### src/rtl/probador_sumador_restador.sv
// Exhaustive 512-vector sweep tester for a 4-bit adder/subtractor (op, two nibbles in, 5-bit result back).
// Optional build macro PROBADOR_ERROR_COUNT_EN: adds err_count and always runs the full sweep.
module probador_sumador_restador #(
  parameter int SETTLE = 2
) (
  input  logic       clk,
  input  logic       rst,
  input  logic       start,
  output logic       op,
  output logic       D1,
  output logic       C1,
  output logic       B1,
  output logic       A1,
  output logic       D2,
  output logic       C2,
  output logic       B2,
  output logic       A2,
  input  logic       e,
  input  logic       d,
  input  logic       c,
  input  logic       b,
  input  logic       a,
  output logic       busy,
  output logic       done,
  output logic       pass,
  output logic [8:0] err_index,
  output logic [4:0] err_exp,
  output logic [4:0] err_got
`ifdef PROBADOR_ERROR_COUNT_EN
  ,
  output logic [9:0] err_count
`endif
);

  typedef enum logic [2:0] {
    IDLE  = 3'd0,
    DRIVE = 3'd1,
    WAIT  = 3'd2,
    CHECK = 3'd3,
    DONE  = 3'd4
  } state_t;

  localparam logic [3:0] WAIT_LAST = 4'(SETTLE - 1);

  // Reference result for one vector: bit 8 selects subtract, result wraps modulo 32.
  function automatic logic [4:0] expectedResult(input logic [8:0] idx);
    logic [4:0] op1;
    logic [4:0] op2;
    op1 = {1'b0, idx[7:4]};
    op2 = {1'b0, idx[3:0]};
    if (idx[8] == 1'b1) begin
      expectedResult = op1 - op2;
    end else begin
      expectedResult = op1 + op2;
    end
  endfunction

  state_t     state_r,    state_s;
  logic [8:0] vecIndex_r, vecIndex_s;
  logic [8:0] opVec_r,    opVec_s;
  logic [3:0] waitCnt_r,  waitCnt_s;
  logic       busy_r,     busy_s;
  logic       done_r,     done_s;
  logic       pass_r,     pass_s;
  logic       errSeen_r,  errSeen_s;
  logic [8:0] errIndex_r, errIndex_s;
  logic [4:0] errExp_r,   errExp_s;
  logic [4:0] errGot_r,   errGot_s;
`ifdef PROBADOR_ERROR_COUNT_EN
  logic [9:0] errCount_r, errCount_s;
`endif

  logic [4:0] got_s;
  logic [4:0] exp_s;
  logic       match_s;

  assign got_s   = {e, d, c, b, a};
  assign exp_s   = expectedResult(vecIndex_r);
  // An X/Z on the result makes the equality unknown, which the CHECK branch treats as a mismatch.
  assign match_s = (got_s == exp_s);

  // Next-state and next-output computation for the sweep sequencer.
  always_comb begin
    state_s    = state_r;
    vecIndex_s = vecIndex_r;
    opVec_s    = opVec_r;
    waitCnt_s  = waitCnt_r;
    busy_s     = busy_r;
    done_s     = done_r;
    pass_s     = pass_r;
    errSeen_s  = errSeen_r;
    errIndex_s = errIndex_r;
    errExp_s   = errExp_r;
    errGot_s   = errGot_r;
`ifdef PROBADOR_ERROR_COUNT_EN
    errCount_s = errCount_r;
`endif
    case (state_r)
      IDLE, DONE: begin
        if (start == 1'b1) begin
          state_s    = DRIVE;
          vecIndex_s = 9'd0;
          busy_s     = 1'b1;
          done_s     = 1'b0;
          pass_s     = 1'b0;
          errSeen_s  = 1'b0;
          errIndex_s = 9'd0;
          errExp_s   = 5'd0;
          errGot_s   = 5'd0;
`ifdef PROBADOR_ERROR_COUNT_EN
          errCount_s = 10'd0;
`endif
        end else begin
          state_s = state_r;
        end
      end
      DRIVE: begin
        opVec_s   = vecIndex_r;
        waitCnt_s = 4'd0;
        state_s   = WAIT;
      end
      WAIT: begin
        if (waitCnt_r == WAIT_LAST) begin
          state_s = CHECK;
        end else begin
          waitCnt_s = waitCnt_r + 4'd1;
        end
      end
      CHECK: begin
        if (match_s == 1'b1) begin
          if (vecIndex_r == 9'd511) begin
            state_s = DONE;
            busy_s  = 1'b0;
            done_s  = 1'b1;
            pass_s  = ~errSeen_r;
          end else begin
            vecIndex_s = vecIndex_r + 9'd1;
            state_s    = DRIVE;
          end
        end else begin
          if (errSeen_r == 1'b0) begin
            errIndex_s = vecIndex_r;
            errExp_s   = exp_s;
            errGot_s   = got_s;
          end else begin
            errIndex_s = errIndex_r;
          end
          errSeen_s = 1'b1;
`ifdef PROBADOR_ERROR_COUNT_EN
          errCount_s = errCount_r + 10'd1;
          if (vecIndex_r == 9'd511) begin
            state_s = DONE;
            busy_s  = 1'b0;
            done_s  = 1'b1;
            pass_s  = 1'b0;
          end else begin
            vecIndex_s = vecIndex_r + 9'd1;
            state_s    = DRIVE;
          end
`else
          state_s = DONE;
          busy_s  = 1'b0;
          done_s  = 1'b1;
          pass_s  = 1'b0;
`endif
        end
      end
      default: begin
        state_s = IDLE;
        busy_s  = 1'b0;
        done_s  = 1'b0;
        pass_s  = 1'b0;
      end
    endcase
  end

  // State and output registers; rst returns everything to idle zero at once.
  always_ff @(posedge clk or posedge rst) begin
    if (rst) begin
      state_r    <= IDLE;
      vecIndex_r <= 9'd0;
      opVec_r    <= 9'd0;
      waitCnt_r  <= 4'd0;
      busy_r     <= 1'b0;
      done_r     <= 1'b0;
      pass_r     <= 1'b0;
      errSeen_r  <= 1'b0;
      errIndex_r <= 9'd0;
      errExp_r   <= 5'd0;
      errGot_r   <= 5'd0;
`ifdef PROBADOR_ERROR_COUNT_EN
      errCount_r <= 10'd0;
`endif
    end else begin
      state_r    <= state_s;
      vecIndex_r <= vecIndex_s;
      opVec_r    <= opVec_s;
      waitCnt_r  <= waitCnt_s;
      busy_r     <= busy_s;
      done_r     <= done_s;
      pass_r     <= pass_s;
      errSeen_r  <= errSeen_s;
      errIndex_r <= errIndex_s;
      errExp_r   <= errExp_s;
      errGot_r   <= errGot_s;
`ifdef PROBADOR_ERROR_COUNT_EN
      errCount_r <= errCount_s;
`endif
    end
  end

  assign {op, D1, C1, B1, A1, D2, C2, B2, A2} = opVec_r;
  assign busy      = busy_r;
  assign done      = done_r;
  assign pass      = pass_r;
  assign err_index = errIndex_r;
  assign err_exp   = errExp_r;
  assign err_got   = errGot_r;
`ifdef PROBADOR_ERROR_COUNT_EN
  assign err_count = errCount_r;
`endif

endmodule

### config.mk
export PLATFORM = sky130hd
export DESIGN_NAME = probador_sumador_restador
export DESIGN_NICKNAME = d
export VERILOG_FILES = /design/src/rtl/probador_sumador_restador.sv
export SDC_FILE = /design/constraint.sdc
export NUM_CORES = 1
export LEC_CHECK = 0
export CORE_AREA = 2 2 95 97
export DETAILED_ROUTE_END_ITERATION = 8
export DIE_AREA = 0 0 97 99
export SLEW_MARGIN = 20
export SYNTH_ARGS = -nofsm -noshare
export SYNTH_HDL_FRONTEND = slang
export SYNTH_SLANG_ARGS = --single-unit
export TNS_END_PERCENT = 20
### constraint.sdc
create_clock -name clk -period 5.2 [get_ports clk]
set_clock_uncertainty 0.2 [all_clocks]
set_input_delay 1.04 -clock clk [delete_from_list [all_inputs] [get_ports clk]]
set_output_delay 1.04 -clock clk [all_outputs]
set_load 0.05 [all_outputs]
==> Yosys cells after proc, flatten, opt, wreduce, memory -nomap -nowiden <==
Cells that the tools add are included.
{ "word_totals": {"reg_bits": 48, "latchBits": 0, "ramBits": 0, "romBits": 0, "input_bits": 8, "memories": 0} }
{ "op_classes": {"add_sub_neg": 4, "mul": 0, "div_mod_pow": 0, "order_cmp": 0, "eq_ne": 15, "shift": 0, "mux": 35, "bitwise_logic": 2, "n_reduce_logical": 11} }
{ "ops": {"columns": ["operator", "count"], "rows": [
  ["two-way mux 9 bit", 5],
  ["case mux 9 bit (2 select lines)", 2],
  ["two-way mux 5 bit", 6],
  ["case mux 5 bit (2 select lines)", 2],
  ["inequality test 2 bit, second input constant", 7],
  ["two-way mux 3 bit", 4],
  ["case mux 3 bit (4 select lines)", 1],
  ["adder 9 x 1 -> 9 bit, second input constant", 1],
  ["equality test 9 bit, second input constant", 1],
  ["two-way mux 1 bit", 9],
  ["case mux 1 bit (3 select lines)", 3],
  ["case mux 4 bit (2 select lines)", 1],
  ["AND reduction 4 bit", 2],
  ["equality test 3 x 2 -> 1 bit, second input constant", 2],
  ["AND reduction 3 bit", 2],
  ["adder 4 x 4 -> 5 bit", 1],
  ["equality test 5 bit", 1],
  ["subtractor 4 x 4 -> 5 bit", 1],
  ["adder 4 x 1 -> 4 bit, second input constant", 1],
  ["equality test 4 x 1 -> 1 bit, second input constant", 1],
  ["two-way mux 4 bit", 1],
  ["AND reduction 2 bit", 2],
  ["nonzero test 2 bit", 2],
  ["OR reduction 2 bit", 2],
  ["other kinds (6)", 7]
]} }

==> Longest topological paths before layout <==
{ "depth": {"word_depth": 5, "depth_mapped": 12} }

==> Worst setup path before layout <==
Ideal clock, no wire load.
{ "synth_path": {"kind": "reg-to-reg", "from": "reg vecIndex_r[0]", "to": "reg vecIndex_r[0]", "setup_time_ns": 0.125, "t_arrival_ns": 2.867, "required_time_ns": 4.875, "path_slack_ns": 2.008, "stages_incl_launch_ff": 12, "n_path_buf": 1, "synth_period_minus_slack_ns": 3.192, "path_cell_list": "dfrtp_1 inv_1 ha_1 mux2i_1 fa_1 a21o_2 a21oi_4 xor3_2 nor3_4 buf_6 o21ai_2 mux2_4"} }
{ "synth_via": {"elab_chain_cells": 5, "word_cells_on_any_way": 12, "cone_classes": "3 x add/sub; 4 x eq/ne; 4 x mux; 1 x reduce/logical"} }
{ "synth_lines": {"columns": ["item", "line_no", "source"], "rows": [
  ["start, declared", "59", "logic [8:0] vecIndex_r, vecIndex_s;"],
  ["start signal, assigned", "196", "vecIndex_r <= vecIndex_s;"],
  ["adder 4 x 4 -> 5 bit / subtractor 4 x 4 -> 5 bit (equally long branches)", "54, 52", null],
  ["two-way mux 5 bit", "51", "if (idx[8] == 1'b1) begin"],
  ["equality test 5 bit", "80", "assign match_s = (got_s == exp_s);"],
  ["inequality test 2 bit (no line)", null, null],
  ["AND reduction 4 bit (no line)", null, null]
]} }
Parallel ways exist; a longest one is shown, timed or not. The select of a mux whose other input is x is not followed.
A chain may end at the register's enable or synchronous reset.

==> Final worst setup path <==
{ "layout_path": {"from": "reg vecIndex_r[0]", "to": "reg pass_r (netlist: pass)"} }
{ "layout_via": {"elab_chain_cells": 5, "word_cells_on_any_way": 9, "cone_classes": "2 x add/sub; 3 x eq/ne; 3 x mux; 1 x reduce/logical"} }
{ "layout_lines": {"columns": ["item", "line_no", "source"], "rows": [
  ["adder 4 x 4 -> 5 bit / subtractor 4 x 4 -> 5 bit (equally long branches)", "54, 52", null],
  ["two-way mux 5 bit", "51", null],
  ["equality test 5 bit", "80", null],
  ["inequality test 3 bit (no line) / two-way mux 1 bit (equally long branches)", null, null],
  ["AND reduction 3 bit (no line) / case mux 1 bit (3 select lines) (equally long branches)", null, null],
  ["end signal, assigned", "201", "pass_r <= pass_s;"],
  ["end, declared", "64", "logic pass_r, pass_s;"]
]} }
Parallel ways exist; a longest one is shown, timed or not.

==> results.yml <==
die:
  core_sq_um: 8550
  io_pins: 39
  die-area_sq_um: 9600
  die_w_um: 97
  die_y_um: 99
  initial_utilization_pct: 29.6
  row_count: 34
route:
  drt_iter0_markers: 70
  firstDrtPassIters: 4
  wl_um: 5410
  wl_per_cell_um: 15.0
  vias: 1754
  post_drt_via_cell_ratio: 4.87
  ant_nets: 0
  drcViolationCount: 0
grt:
  grt_max_degree: 49
  grt_pass1_vias: 1796
  antenna_found_initial: 0
  grt_usage_pct: 11.7
  gr-total-overflow: 0
  grt_pass1_wl_um: 9230
synth:
  syn_inst: 216
  synth-edff-count: 0
  synthFlopType: "dfrtp_1"
  synth-compound-area-share_pct: 16.0
  synth_top_family_by_area: "compound AO/OA/AOI/OAI gates"
  yosysSeqAreaShare_pct: 47.5
  synth-warning-count: 0
  synthXorXnorAreaFrac_pct: 6.67
  async_flop_share_pct: 100
  syn-cell-area_sq_um: 2530
  synthSimpleGateAreaFrac_pct: 13.1
  synth-adder-area-share_pct: 5.24
  yosysUniqueCellTypes: 46
  synth_top_area_share_pct: 47.5
  synth_nets: 234
  synth-seq-cells: 48
  synth.avg_cell_area_sq_um: 11.7
  yosys.area.top_type: "dfrtp_1"
  synth_area_leaders: "dfrtp_1 47%, a22o_1 6.6%, mux2_2 5.8%"
  muxShareOfSynthArea_pct: 7.17
placement:
  dp_hpwl_um: 3810
  port_buffers: 38
  gp_congestion: 0.849
timing:
  fin_crit_sh_pct: 69.3
  fmax_mhz: 278
  tightest_slew_ns: 0.832
  setup-tns-final_ns: 0
  setup_violations: 0
  layout_min_cycle_time_ns: 3.60
  hold_violations: 0
  rsz0062_at_grt: "false"
  holdWs_ns: 0.282
  slew_viol_final: 0
  slew_headroom_pct: 44.5
worst_hold_path:
  worstHoldPathType: "reg2reg"
  min-delay-start: "errSeen_r"
final_layout:
  register_area_sq_um: 1200
  area_growth_pct: 21.6
  diodes: 0
  final_util_pct: 36.0
  drive_gt1_share_pct: 18.7
  final_nets: 269
  fillers: 842
  multi_input_area_sq_um: 1220
  mostFrequentLayoutCells: "48 x dfrtp_1, 38 x clkdlybuf4s50_1, 19 x a22o_1, 17 x nor2_1, 13 x mux2_2"
  layout.cells.most_common: "dfrtp_1"
power_and_ir_drop:
  p_clk_share_pct: 18.3
  intPower_mw: 0.760
  p_total_mw: 1.31
  switching_share_pct: 41.9
  p_sw_mw: 0.547
  seqPwrFrac_pct: 37.6
  pwr-share-comb_pct: 44.1
  leakagePower_nw: 1.41
  power_density_nw_per_um2: 425
  peakVddDrop_uv: 179
clock_network:
  cts_tree: "yes"
  cts_buffer_depth: 2
  hold_buffers: 0
  htreeDepth: 2
  cts-resized-gates: 0
  insertion_delay_ns: 0.30
  cts.sinks: 48
  cts_inserted_buffers: 5
  clkSlewWorstSetupHoldPaths_ns: 0.10
  postCtsSetupRepairBufs: 0
  cts_root_buf: "clkbuf_8"
setup_path:
  crit_start: "vecIndex_r[0]"
  path_cells: "inv_1 > ha_1 > mux2i_1 > fa_1 > a21o_2 > a21oi_4 > xor3_2 > nor3_4 > nor3_1 > mux2_2"
  r2r-start: "vecIndex_r[0]"
  crit_fanout: 11
  critical_path_class: "reg2reg"
  worstPathArrival_ns: 3.60
  start_kind: "flip-flop"
  slowest_stage: "dfrtp_1"
  endpoint_kind: "flip-flop"
  critPathMaxStageDelay_ns: 0.49
  crit_required_ns: 5.20
flow_run:
  maxCapViolCount: 0
outcome:
  status: "finished clean"
[kinds of logic (layout without fill, tap and decap cells)]
family,count (synthesis),count (layout)
xor+xnor,14,14
simple gates,58,58
compound gates,50,50
mux,16,16
flops,48,48
fa+ha+maj,10,10
buf+inv,20,56
[cell type report]
type	instances	share of cell area (%)
multi-input combinational	148	39.6
sequential	48	39.0
timing repair buffer	40	12.8
tap	108	4.39
clock buffer	6	2.68
inverter	8	1.02
clock inverter	2	0.447
[flip-flops by register name, indices dropped and copies added, names as in the netlist]
name / count
waitCnt_r: 4
err_index: 9
vecIndex_r: 9
busy: 1
done: 1
opVec_r: 9
errSeen_r: 1
pass: 1
state_r: 3
err_exp: 5
err_got: 5
[cell usage after synthesis, drive strengths merged (4+ instances only)]
library cell and instances:
buf 8, xor2 6, o21ai 10, and3 6, dfrtp 48, clkbuf 4, a21oi 5, ha 9
mux2 14, nor3 6, inv 8, xnor2 5, a22o 21, nor2 18, nand2 11
[per-layer routing]
layer / wire, um / share of wire [%] / track usage, %
met5: 0 / 0 / 0
met4: 34 / 0.63 / 2.60
met1: 2570 / 48 / 16.1
met3: 192 / 3.6 / 2.70
met2: 2610 / 48 / 19.1
[critical path: cells and delay by family, from the launching register on]
family / cells / cell delay, ns
compound gates: 2 / 0.46
flops: 1 / 0.49
xor+xnor: 1 / 0.43
mux: 2 / 0.41
buf+inv: 1 / 0.08
simple gates: 2 / 0.63
fa+ha+maj: 2 / 0.79
[worst paths after layout]
kind	endpoint	slack, ns	cells past startpoint
max	pass	1.60	10
min	errSeen_r	0.28	2
max reg2reg	pass	1.60	10
min reg2reg	errSeen_r	0.28	2
max in group asynchronous	err_exp[2]	3.30	2
min in group asynchronous	err_index[7]	0.99	2
[power by group through the flow]
stage          Combinational, mW  Clock, mW  Sequential, mW
4_1_cts                    0.582      0.245           0.493
3_5_place_dp               0.579          0           0.500
6_report                   0.576      0.239           0.491
2_1_floorplan              0.357          0           0.589
3_3_place_gp               0.574          0           0.499
5_1_grt                    0.625      0.259           0.504
[stage by stage]
step	instance area, sq um	setup WS (ns)	std cells
floorplan	2530	2.01	216
global placement	2980	1.71	352
detailed placement	2980	1.63	352
CTS	3080	1.61	360
global route	3080	1.38	360
finish	3080	1.60	360
No activity file was read; power rests on OpenSTA's default activity.
